`config.mk`:
```
export PLATFORM = sky130hd
export DESIGN_NAME = seg_scan_rx
export DESIGN_NICKNAME = d
export VERILOG_FILES = /design/src/rtl/seg_scan_rx_pkg.sv /design/src/rtl/seg_pat_dec.sv /design/src/rtl/seg_scan_rx.sv
export SDC_FILE = /design/constraint.sdc
export NUM_CORES = 1
export LEC_CHECK = 0
export CORE_ASPECT_RATIO = 0.8
export CORE_MARGIN = 2
export CORE_UTILIZATION = 35
export DETAILED_ROUTE_END_ITERATION = 10
export PLACE_DENSITY_LB_ADDON = 0.3
export SYNTH_ARGS = -nofsm -noshare
export SYNTH_HDL_FRONTEND = slang
export SYNTH_SLANG_ARGS = --single-unit
```
`constraint.sdc`:
```
create_clock -name clk -period 2.6 [get_ports clk]
set_input_delay 0.78 -clock clk [delete_from_list [all_inputs] [get_ports clk]]
set_output_delay 0.78 -clock clk [all_outputs]
set_load 0.05 [all_outputs]
```
`src/rtl/seg_scan_rx_pkg.sv`:
```
// -----------------------------------------------------------------------------
// seg_scan_rx_pkg
// Shared definitions for the multiplexed 7-segment scan receiver:
//   - SYNC_STAGES : depth of the input stage (2 with SEG_SCAN_RX_SYNC_EN, else 1)
//   - PAT_0..PAT_F: a..g segment patterns (bit6 = a ... bit0 = g, 1 = lit)
//   - state_t     : scan-tracking FSM states
//   - is_onehot / onehot_idx helpers for the active-high digit select
// Configuration macro: SEG_SCAN_RX_SYNC_EN
// -----------------------------------------------------------------------------
package seg_scan_rx_pkg;

`ifdef SEG_SCAN_RX_SYNC_EN
    localparam int SYNC_STAGES = 2;
`else
    localparam int SYNC_STAGES = 1;
`endif

    localparam logic [6:0] PAT_0 = 7'b1111110;
    localparam logic [6:0] PAT_1 = 7'b0110000;
    localparam logic [6:0] PAT_2 = 7'b1101101;
    localparam logic [6:0] PAT_3 = 7'b1111001;
    localparam logic [6:0] PAT_4 = 7'b0110011;
    localparam logic [6:0] PAT_5 = 7'b1011011;
    localparam logic [6:0] PAT_6 = 7'b1011111;
    localparam logic [6:0] PAT_7 = 7'b1110000;
    localparam logic [6:0] PAT_8 = 7'b1111111;
    localparam logic [6:0] PAT_9 = 7'b1111011;
    localparam logic [6:0] PAT_A = 7'b1110111;
    localparam logic [6:0] PAT_B = 7'b0011111;
    localparam logic [6:0] PAT_C = 7'b1001110;
    localparam logic [6:0] PAT_D = 7'b0111101;
    localparam logic [6:0] PAT_E = 7'b1001111;
    localparam logic [6:0] PAT_F = 7'b1000111;

    typedef enum logic [1:0] {
        IDLE  = 2'd0,
        TRACK = 2'd1,
        HELD  = 2'd2
    } state_t;

    // True when exactly one bit is set.
    function automatic logic is_onehot(input logic [7:0] v);
        return (v != 8'd0) && ((v & (v - 8'd1)) == 8'd0);
    endfunction

    // Index of the set bit of a one-hot vector.
    function automatic logic [2:0] onehot_idx(input logic [7:0] v);
        logic [2:0] idx;
        idx = 3'd0;
        for (int i = 0; i < 8; i++) begin
            if (v[i]) idx = 3'(i);
        end
        return idx;
    endfunction

endpackage

```
`src/rtl/seg_pat_dec.sv`:
```
// -----------------------------------------------------------------------------
// seg_pat_dec
// Combinational 7-segment pattern decoder.
//   pat   [6:0] in  : a..g segment state, 1 = lit (bit6 = a)
//   val   [3:0] out : decoded hex value (0 when invalid)
//   valid       out : pattern is one of the 16 hex glyphs
// -----------------------------------------------------------------------------
module seg_pat_dec
    import seg_scan_rx_pkg::*;
(
    input  logic [6:0] pat,
    output logic [3:0] val,
    output logic       valid
);

    always_comb begin
        val   = 4'h0;
        valid = 1'b1;
        case (pat)
            PAT_0:   val = 4'h0;
            PAT_1:   val = 4'h1;
            PAT_2:   val = 4'h2;
            PAT_3:   val = 4'h3;
            PAT_4:   val = 4'h4;
            PAT_5:   val = 4'h5;
            PAT_6:   val = 4'h6;
            PAT_7:   val = 4'h7;
            PAT_8:   val = 4'h8;
            PAT_9:   val = 4'h9;
            PAT_A:   val = 4'hA;
            PAT_B:   val = 4'hB;
            PAT_C:   val = 4'hC;
            PAT_D:   val = 4'hD;
            PAT_E:   val = 4'hE;
            PAT_F:   val = 4'hF;
            default: valid = 1'b0;
        endcase
    end

endmodule

```
`src/rtl/seg_scan_rx.sv`:
```
// -----------------------------------------------------------------------------
// seg_scan_rx
// Receives a multiplexed 7-segment display scan (active-low segments and digit
// selects), waits for STABLE_CYC identical samples, then decodes and stores
// the digit.
//   clk                in  : clock, rising edge
//   rst                in  : asynchronous reset, active low
//   seg_n      [7:0]   in  : segments a..g on [7:1], dp on [0], active low
//   dig_sel_n  [7:0]   in  : digit select, one-hot-low when valid
//   err_clr            in  : clears err (a same-cycle new error wins)
//   digit_val  [31:0]  out : decoded nibble per digit, digit i at [4i+3:4i]
//   digit_vld  [7:0]   out : digit holds a valid value
//   dp         [7:0]   out : captured decimal point per digit, 1 = lit
//   upd                out : one-cycle pulse per valid commit
//   upd_idx    [2:0]   out : digit index of last valid commit
//   err                out : sticky undecodable-pattern flag
//   err_idx    [2:0]   out : digit index of most recent error
// Configuration macro: SEG_SCAN_RX_SYNC_EN (2-flop input synchronizer,
// otherwise a single register stage).
// -----------------------------------------------------------------------------
module seg_scan_rx
    import seg_scan_rx_pkg::*;
#(
    parameter int STABLE_CYC = 4
) (
    input  logic        clk,
    input  logic        rst,
    input  logic [7:0]  seg_n,
    input  logic [7:0]  dig_sel_n,
    input  logic        err_clr,
    output logic [31:0] digit_val,
    output logic [7:0]  digit_vld,
    output logic [7:0]  dp,
    output logic        upd,
    output logic [2:0]  upd_idx,
    output logic        err,
    output logic [2:0]  err_idx
);

    localparam logic [3:0] CNT_MAX = 4'(STABLE_CYC - 1);

    // ---------------- input stage ----------------
    logic [7:0] seg_stage;
    logic [7:0] sel_stage;

`ifdef SEG_SCAN_RX_SYNC_EN
    logic [7:0] seg_s1_q, seg_s2_q, sel_s1_q, sel_s2_q;

    always_ff @(posedge clk or negedge rst) begin
        if (!rst) begin
            seg_s1_q <= 8'hFF;
            seg_s2_q <= 8'hFF;
            sel_s1_q <= 8'hFF;
            sel_s2_q <= 8'hFF;
        end else begin
            seg_s1_q <= seg_n;
            seg_s2_q <= seg_s1_q;
            sel_s1_q <= dig_sel_n;
            sel_s2_q <= sel_s1_q;
        end
    end

    assign seg_stage = seg_s2_q;
    assign sel_stage = sel_s2_q;
`else
    logic [7:0] seg_s1_q, sel_s1_q;

    always_ff @(posedge clk or negedge rst) begin
        if (!rst) begin
            seg_s1_q <= 8'hFF;
            sel_s1_q <= 8'hFF;
        end else begin
            seg_s1_q <= seg_n;
            sel_s1_q <= dig_sel_n;
        end
    end

    assign seg_stage = seg_s1_q;
    assign sel_stage = sel_s1_q;
`endif

    // Internally everything is active high.
    logic [7:0] seg_smp, sel_smp;
    assign seg_smp = ~seg_stage;
    assign sel_smp = ~sel_stage;

    // ---------------- state ----------------
    state_t      state_q, state_d;
    logic [3:0]  cnt_q, cnt_d;
    logic [7:0]  prev_seg_q, prev_sel_q;
    logic [31:0] digit_val_q, digit_val_d;
    logic [7:0]  digit_vld_q, digit_vld_d;
    logic [7:0]  dp_q, dp_d;
    logic        upd_q, upd_d;
    logic [2:0]  upd_idx_q, upd_idx_d;
    logic        err_q, err_d;
    logic [2:0]  err_idx_q, err_idx_d;

    // The committed data is the stable value held in prev_*; the current
    // sample may already be moving on to the next digit.
    logic [3:0] dec_val;
    logic       dec_valid;

    seg_pat_dec u_dec (
        .pat   (prev_seg_q[7:1]),
        .val   (dec_val),
        .valid (dec_valid)
    );

    logic       sel_ok, changed, commit;
    logic [2:0] commit_idx;

    always_comb begin
        sel_ok     = is_onehot(sel_smp);
        changed    = (seg_smp != prev_seg_q) || (sel_smp != prev_sel_q);
        // cnt_q == CNT_MAX means STABLE_CYC identical samples have been seen.
        commit     = (state_q == TRACK) && (cnt_q == CNT_MAX);
        commit_idx = onehot_idx(prev_sel_q);

        state_d     = state_q;
        cnt_d       = cnt_q;
        digit_val_d = digit_val_q;
        digit_vld_d = digit_vld_q;
        dp_d        = dp_q;
        upd_d       = 1'b0;
        upd_idx_d   = upd_idx_q;
        err_d       = err_q & ~err_clr;
        err_idx_d   = err_idx_q;

        if (commit) begin
            if (dec_valid) begin
                digit_val_d[commit_idx*4 +: 4] = dec_val;
                digit_vld_d[commit_idx]        = 1'b1;
                dp_d[commit_idx]               = prev_seg_q[0];
                upd_d                          = 1'b1;
                upd_idx_d                      = commit_idx;
            end else begin
                digit_vld_d[commit_idx] = 1'b0;
                err_d                   = 1'b1;
                err_idx_d               = commit_idx;
            end
        end

        if (!sel_ok) begin
            state_d = IDLE;
            cnt_d   = 4'd0;
        end else if (state_q == IDLE || changed) begin
            state_d = TRACK;
            cnt_d   = 4'd0;
        end else if (commit) begin
            state_d = HELD;
        end else if (state_q == TRACK && cnt_q != CNT_MAX) begin
            cnt_d = cnt_q + 4'd1;
        end
    end

    always_ff @(posedge clk or negedge rst) begin
        if (!rst) begin
            state_q     <= IDLE;
            cnt_q       <= 4'd0;
            prev_seg_q  <= 8'h00;
            prev_sel_q  <= 8'h00;
            digit_val_q <= 32'd0;
            digit_vld_q <= 8'd0;
            dp_q        <= 8'd0;
            upd_q       <= 1'b0;
            upd_idx_q   <= 3'd0;
            err_q       <= 1'b0;
            err_idx_q   <= 3'd0;
        end else begin
            state_q     <= state_d;
            cnt_q       <= cnt_d;
            prev_seg_q  <= seg_smp;
            prev_sel_q  <= sel_smp;
            digit_val_q <= digit_val_d;
            digit_vld_q <= digit_vld_d;
            dp_q        <= dp_d;
            upd_q       <= upd_d;
            upd_idx_q   <= upd_idx_d;
            err_q       <= err_d;
            err_idx_q   <= err_idx_d;
        end
    end

    assign digit_val = digit_val_q;
    assign digit_vld = digit_vld_q;
    assign dp        = dp_q;
    assign upd       = upd_q;
    assign upd_idx   = upd_idx_q;
    assign err       = err_q;
    assign err_idx   = err_idx_q;

endmodule
```
==> results of run 1 <==
## state kept, by name (all words and copies together), names as in the netlist, named ones only
name        cells
prev_sel_q      8
cnt_q           4
prev_seg_q      8
dp              8
err_idx         3
state_q         2
digit_val      32
sel_s1_q        8
seg_s1_q        8
upd_idx         3
upd             1
err             1
## worst min-delay path by stage
stage                                           end  slack, ps  cells after the start
after floorplan             prev_seg_q[2]$_DFF_PN0_        420                      1
after global placement      prev_seg_q[4]$_DFF_PN0_        430                      1
after detailed placement    prev_seg_q[0]$_DFF_PN0_        430                      1
after CTS                 digit_val[14]$_DFFE_PN0P_        420                      1
after global routing      digit_val[14]$_DFFE_PN0P_        430                      1
final                     digit_val[14]$_DFFE_PN0P_        400                      1
## cell type report
type | count | area share [%]
flip-flops and latches | 94 | 42.06
multi-input cells | 228 | 29.89
repair buffers | 103 | 17.20
clock buffers | 11 | 4.295
well taps | 148 | 3.277
clock inverters | 4 | 1.683
inverters | 24 | 1.594
## kinds of logic after synthesis
| group | share of synthesized area [%] |
|---|---|
| buffers and inverters | 4.234 |
| multiplexers | 11.75 |
| adder cells (fa/ha/maj) | 1.193 |
| flip-flops | 56.53 |
| AND/OR/NAND/NOR | 15.38 |
| XOR/XNOR | 4.592 |
| AO/OA/AOI/OAI | 6.321 |
## worst reg2reg max path, stage by stage (launching register included)
cell and delay, ps:
dfrtp_1 430, buf_6 170, nand3_1 140, or4b_1 530, o311ai_2 150, nor3_2 90, or4b_4 590, mux2_1 330
## cell usage in the layout (no fill, tap or decap), drive strengths merged, types with 12 or more instances in the layout
| cell type | synthesis | routed |
|---|---|---|
| nor2 | 22 | 22 |
| dfrtp | 78 | 78 |
| inv | 24 | 24 |
| nand2 | 22 | 22 |
| clkdlybuf4s50 | 0 | 73 |
| buf | 10 | 30 |
| mux2 | 38 | 38 |
| dfstp | 16 | 16 |
| a21oi | 16 | 16 |
| nand4 | 12 | 12 |
| xor2 | 15 | 15 |
## power by group
part | internal (mW) | total [mW] | switching, mW
logic | 0.0964 | 0.212 | 0.116
registers | 1.50 | 1.54 | 0.0359
clock network | 0.959 | 1.47 | 0.516
## cells in the mapped netlist, types with 5 or more instances
library cell	number
mux2_2	30
nor2b_1	6
inv_1	24
xnor2_1	7
nand4_1	12
nor2_1	22
o21ai_0	11
clkbuf_1	6
mux2i_1	5
dfrtp_1	78
nand2_1	22
nand3_1	11
buf_2	7
a21oi_1	16
nor3_1	9
dfstp_2	16
xor2_1	15
## repair_timing
| item | 4_1_cts | 5_1_grt |
|---|---|---|
| endpoints found under the setup margin | 0 | 30 |
| setup buffers | 0 | 1 |
| gates resized for setup | 0 | 15 |
## layer usage
metal  up-vias  track usage [%]  wire [µm]
li1       1461                -          -
met1      1519            21.04       4331
met2       102            23.53       4235
met3        10            4.031        557
met4         0            4.142        114
met5         -                0          0
==> metrics, run 1 <==
via count 3092; critical path's slowest cell or4b_4; Worst-Skew Late Latency 340 ps; CTS Buf Count 9; Post-synth EDFFs 0; initial antenna violation count 0; Peak VDD IR 287.3 µV; DR vias/cell 5.052; Syn Area/Cell 11.59 µm²; CP max stage delay 590 ps; total core area 0.01160 mm²; Leak 2.562 nW; post-synth top area share 46.51%; max-cap check violation count 0; cell breakdown of the critical path buf_6 > nand3_1 > or4b_1 > o311ai_2 > nor3_2 > or4b_4 > mux2_1; Final Util 48.70%; setup_tns 0 ps; IO Port Bufs 74; die area 0.01289 mm²; CTS Buffer Depth 2; ratio of final minimum period to clock period 98.19%; Register Area 0.002377 mm²; Final Hold Vio Count 0; WHS 402.6 ps; Reg2Reg Depth 7; PnR Total Power 3.223 mW; buffers and inverters on the worst path 1; Crit path max-delay family simple AND/OR/NAND/NOR gates; Total Routing Usage GR 15.10%; nets@finish 483; Slew Limit Headroom 64.65%; final instance area 0.005652 mm²; register area share after synthesis 56.53%; pre-CTS setup slack 58.02 ps; Critical Path End Type register; cts hold-fix bufs 0; Area growth syn-to-layout 34.67%; synth unique cells 52; Worst EP arrival 2770 ps; die height 101.9 µm; total gr overflow 0; flops & latches, synth 94; fraction of layout cells with a size suffix above 1 24.57%; Max Clock Skew 5.430 ps; P per Cell Area 570.3 mW/mm²; fin. max-slew vios 0; largest net degree at the start of global routing 43; Tightest Pin Transition 528.6 ps; # setup viols final 0; status completed; row cnt 35; Stages on worst setup path 7; HP Class input pin to async pin; Worst EP required 2820 ps; Cell Area, Placed 0.005255 mm²; CTS Root Buffer Type clkbuf_16; max frequency 391.7 MHz; Crit. Startpoint prev_seg_q[7]$_DFF_PN0_; first-pass GRT wire length 15410 µm; CTS tree built; IO Pins 75; routability cong. 0.8615; DIE WIDTH 126.4 µm; most frequently used flop master after synthesis dfrtp_1; DRC viols 0; Synth Instances 362; Post-Place Cells 596; r2r startpoint prev_seg_q[7]$_DFF_PN0_; crit path time final 2553 ps; setup slack after layout 47.07 ps; crit path max fanout 11; mapped cell area 0.004197 mm²; Worst R2R End digit_val[9]$_DFFE_PN0P_; asr flop ratio synth 100.0%; Avg WL per Cell 15.10 µm; Initial Utilization 36.16%; top cells by area, synth dfrtp_1, dfstp_2, mux2_2, xor2_1, inv_1; vias in the first global route 3030; CP Launch Type register; Multi-input gate area 0.001689 mm²; placed wire-length estimate after detailed placement 6995 µm; routed wire length 9239 µm; htree depth 3; critical setup path kind register to register; worst setup path endpoint digit_val[9]$_DFFE_PN0P_; Reg clk slew, reported paths 60 ps; worst reg-to-reg setup slack 50 ps; syn nets 385; fillers 1039; Yosys warning count 0; initial DRC count 189; TritonCTS Sinks 94; Final ANT Viol Nets 0; Ant. Diodes 0; Pre-antenna DRT Iters 5; non-filler cells, final 612; Synth area leader dfrtp_1
No activity file was read; power rests on OpenSTA's default activity.
==> inputs of run 2 (changes only) <==
--- a/config.mk
+++ b/config.mk
@@ -5,11 +5,12 @@
 export SDC_FILE = /design/constraint.sdc
 export NUM_CORES = 1
 export LEC_CHECK = 0
-export CORE_ASPECT_RATIO = 0.8
+export CORE_ASPECT_RATIO = 0.5
 export CORE_MARGIN = 2
 export CORE_UTILIZATION = 35
 export DETAILED_ROUTE_END_ITERATION = 10
 export PLACE_DENSITY_LB_ADDON = 0.3
+export SLEW_MARGIN = 10
 export SYNTH_ARGS = -nofsm -noshare
 export SYNTH_HDL_FRONTEND = slang
 export SYNTH_SLANG_ARGS = --single-unit
==> metrics, run 2 (synthesized netlist as in run 1, its figures left out) <==
status completed; Worst EP required 2820 ps; HP Class input pin to async pin; Area growth syn-to-layout 33.99%; Tightest Pin Transition 529.7 ps; max FFs per register 32; Ant. Diodes 0; DR vias/cell 4.815; Critical Path End Type register; nets@finish 486; vias in the first global route 2998; critical setup path kind register to register; internal power 2.244 mW; PnR Total Power 2.937 mW; first-pass GRT wire length 14910 µm; fin. max-slew vios 0; Total Routing Usage GR 14.67%; total gr overflow 0; CTS tree built; via count 3048; total core area 0.01174 mm²; switch share 23.61%; cts hold-fix bufs 0; DIE WIDTH 158.9 µm; crit path time final 2503 ps; TritonCTS Sinks 94; routed wire length 9150 µm; row cnt 28; htree depth 3; switching power 693.5 µW; CP Launch Type register; Final Util 47.91%; CTS Buffer Depth 2; initial antenna violation count 0; Max Clock Skew 6.591 ps; Reg clk slew, reported paths 70 ps; Leak 2.542 nW; fillers 1099; # setup viols final 0; Reg power frac 52.3%; P per Cell Area 522.3 mW/mm²; die area 0.01294 mm²; commonest cells after routing, fill and taps aside dfrtp_1, clkdlybuf4s50_1, buf_4; largest net degree at the start of global routing 49; Initial Utilization 35.76%; Clk network pwr share 40.4%; worst reg-to-reg setup slack 100 ps; routability cong. 0.7871; IO Pins 75; max frequency 399.5 MHz; Worst R2R End digit_val[9]$_DFFE_PN0P_; placed wire-length estimate after detailed placement 6986 µm; CTS Buf Count 9; Worst-Skew Late Latency 340 ps; Comb power frac 7.3%; Pre-antenna DRT Iters 4; commonest non-fill, non-tap cell in the layout dfrtp_1; crit path max fanout 9; CTS Root Buffer Type clkbuf_16; r2r startpoint prev_seg_q[2]$_DFF_PN0_; IO Port Bufs 74; Peak VDD IR 266.7 µV; DRC viols 0; Final Hold Vio Count 0; Worst EP arrival 2720 ps; initial DRC count 135; max-cap check violation count 0; Reg2Reg Depth 6; fraction of layout cells with a size suffix above 1 24.57%; Final ANT Viol Nets 0; Slew Limit Headroom 64.57%; ratio of final minimum period to clock period 96.29%; Avg WL per Cell 14.45 µm; die height 81.43 µm
==> run 2: stage by stage <==
| stage | setup WS [ps] | std cells | setup TNS (ps) | hold WS, ps | area (µm²) |
|---|---|---|---|---|---|
| final | 96.56 | 633 | 0 | 335.1 | 5623 |
| after floorplan | 79.56 | 362 | 0 | 420.8 | 4197 |
| after detailed placement | -14.83 | 613 | -38.00 | 425.8 | 5276 |
| after global placement | 89.37 | 613 | 0 | 425.0 | 5276 |
| after CTS | 21.28 | 629 | 0 | 338.6 | 5548 |
| after global routing | -24.51 | 633 | -61.66 | 347.0 | 5623 |
==> run 2: layout make-up <==
type | count | area [µm²] | area share (%)
clock buffers | 10 | 229.0 | 4.072
clock inverters | 6 | 37.54 | 0.6676
inverters | 24 | 90.09 | 1.602
multi-input cells | 228 | 1688 | 30.02
flip-flops and latches | 94 | 2377 | 42.28
well taps | 165 | 206.4 | 3.672
repair buffers | 106 | 994.7 | 17.69
==> run 2: timing repair <==
item	4_1_cts	5_1_grt
setup endpoints to repair	9	34
pin swaps	1	3
gates resized for setup	1	14
buffers inserted	0	4
==> run 2: critical path: stages (launching register included) <==
cell      delay, ps
dfrtp_1         460
nand2b_2        250
or4b_1          530
o311ai_2        150
nor3_4           70
or4b_4          590
mux2_1          330
==> run 2: metal layers <==
layer | track usage [%] | vias up | part of all wire (%)
met3 | 4.192 | 7 | 4.0
met4 | 3.727 | 0 | 0.98
li1 | - | 1466 | -
met5 | 0 | - | 0
met1 | 20.57 | 1526 | 51
met2 | 22.66 | 49 | 44
==> run 2: worst max path at each step <==
stage | startpoint | to | slack, ps | cells past startpoint
after floorplan | prev_sel_q[4]$_DFF_PN0_ | digit_val[12]$_DFFE_PN0P_ | 80 | 11
after global placement | prev_seg_q[4]$_DFF_PN0_ | digit_val[18]$_DFFE_PN0P_ | 90 | 6
after detailed placement | prev_seg_q[6]$_DFF_PN0_ | digit_val[9]$_DFFE_PN0P_ | -10 | 6
after CTS | prev_seg_q[6]$_DFF_PN0_ | digit_val[16]$_DFFE_PN0P_ | 20 | 6
after global routing | prev_seg_q[2]$_DFF_PN0_ | digit_val[10]$_DFFE_PN0P_ | -20 | 6
final | prev_seg_q[2]$_DFF_PN0_ | digit_val[9]$_DFFE_PN0P_ | 100 | 6
==> run 2: power groups by stage <==
stage	clock, mW	sequential (mW)	combinational (mW)
2_1_floorplan	0	1.54	0.110
3_3_place_gp	0	1.56	0.205
3_5_place_dp	0	1.56	0.206
4_1_cts	1.22	1.54	0.207
5_1_grt	1.28	1.54	0.238
6_report	1.19	1.54	0.213
==> inputs of run 3 (changes only) <==
--- a/config.mk
+++ b/config.mk
@@ -9,7 +9,7 @@
 export CORE_MARGIN = 2
 export CORE_UTILIZATION = 35
 export DETAILED_ROUTE_END_ITERATION = 10
-export PLACE_DENSITY_LB_ADDON = 0.3
+export PLACE_DENSITY = 0.55
 export SLEW_MARGIN = 10
 export SYNTH_ARGS = -nofsm -noshare
 export SYNTH_HDL_FRONTEND = slang
==> metrics, run 3 (synthesized netlist as in run 1, its figures left out) <==
met3 WL 424 µm; P per Cell Area 581.7 mW/mm²; Total Routing Usage GR 15.33%; Area growth syn-to-layout 38.28%; total core area 0.01174 mm²; CTS Buffer Depth 2; HP Class input pin to async pin; Leak 2.631 nW; DRC viols 0; die area 0.01294 mm²; Critical Path End Type register; CTS Root Buffer Type clkbuf_16; vias in the first global route 2919; CTS Buf Count 9; status completed; Post-Route M1 WL 4922 µm; Worst-Skew Late Latency 340 ps; nets@finish 491; Worst EP arrival 2740 ps; Reg clk slew, reported paths 60 ps; setup_tns 0 ps; CP Launch Type register; RSZ-0062 raised after global routing true; WHS 384.7 ps; DR vias/cell 4.792; die height 81.43 µm; Avg WL per Cell 14.96 µm; ratio of final minimum period to clock period 96.48%; max frequency 398.7 MHz; Peak VDD IR 369.3 µV; fin. max-slew vios 0; placed wire-length estimate after detailed placement 7068 µm; total gr overflow 0; initial DRC count 155; Pre-antenna DRT Iters 4; TritonCTS Sinks 94; Tightest Pin Transition 506.3 ps; Final Hold Vio Count 0; crit path max fanout 10; routability cong. 0.7838; Slew Limit Headroom 66.14%; first-pass GRT wire length 15360 µm; Final ANT Viol Nets 0; critical setup path kind register to register; via count 3057; # setup viols final 0; commonest cells after routing, fill and taps aside dfrtp_1, clkdlybuf4s50_1, buf_4; htree depth 3; Ant. Diodes 0; Max Used Layer met4; largest net degree at the start of global routing 42; IO Port Bufs 74; fraction of layout cells with a size suffix above 1 27.48%; initial antenna violation count 0; CTS tree built; IO Pins 75; row cnt 28; DR WL met2 4105 µm; max FFs per register 32; crit path time final 2508 ps; routed wire length 9546 µm; Max Clock Skew 4.924 ps; max-cap check violation count 0; DIE WIDTH 158.9 µm; Worst EP required 2830 ps; Initial Utilization 35.76%
[run 3: worst max-delay path, cell delays in order, from the launching register on]
cell	delay, ps
dfrtp_2	440
clkbuf_2	150
nand4b_1	120
a31oi_2	110
or4_4	570
nor3_2	300
buf_4	240
nand2_1	160
mux2_2	310
[run 3: what timing repair did]
action / 4_1_cts / 5_1_grt
hold buffers: 0 / 0
gates resized for setup: 0 / 24
pin swaps: 1 / 5
endpoints found under the setup margin: 3 / 22
setup buffers: 0 / 4
[run 3: power breakdown]
part | switching [mW] | internal, mW | leakage, nW
logic | 0.123 | 0.104 | 1.24
clock network | 0.552 | 1.06 | 0.179
registers | 0.0359 | 1.50 | 1.22
total | 0.711 | 2.66 | 2.63
[run 3: metal layers]
layer  up-vias  track usage, %
li1       1479               -
met1      1507           21.95
met2        63           22.88
met3         8           4.242
met4         0           4.545
met5         -               0
[run 3: stage by stage]
stage	util (%)	instances	instance area [µm²]	power, mW	worst slack, ps
floorplan	-	362	4197	1.654	79.56
global placement	45.28	618	5314	1.776	42.19
detailed placement	45.28	618	5314	1.776	-9.603
CTS	48.44	634	5685	3.397	14.04
global route	49.45	638	5803	3.499	-55.14
finish	49.45	638	5803	3.376	91.58
[run 3: cell type report]
| class | count | area, µm² |
|---|---|---|
| fillers | 1098 | 5933 |
| flip-flops and latches | 94 | 2379 |
| multi-input cells | 228 | 1730 |
| repair buffers | 111 | 1026 |
| clock buffers | 10 | 239.0 |
| well taps | 165 | 206.4 |
| clock inverters | 6 | 132.6 |
| inverters | 24 | 90.09 |
[run 3: worst paths after layout]
kind	from	end	slack, ps	cells after the start
max	prev_seg_q[5]$_DFF_PN0_	err_idx[2]$_DFFE_PN0P_	90	8
min	rst	prev_sel_q[0]$_DFF_PN0_	380	1
max reg2reg	prev_seg_q[5]$_DFF_PN0_	err_idx[2]$_DFFE_PN0P_	90	8
min reg2reg	seg_s1_q[0]$_DFF_PN1_	prev_seg_q[0]$_DFF_PN0_	440	1
max in group asynchronous	rst	digit_val[2]$_DFFE_PN0P_	1570	2
min in group clk	seg_s1_q[0]$_DFF_PN1_	prev_seg_q[0]$_DFF_PN0_	440	1
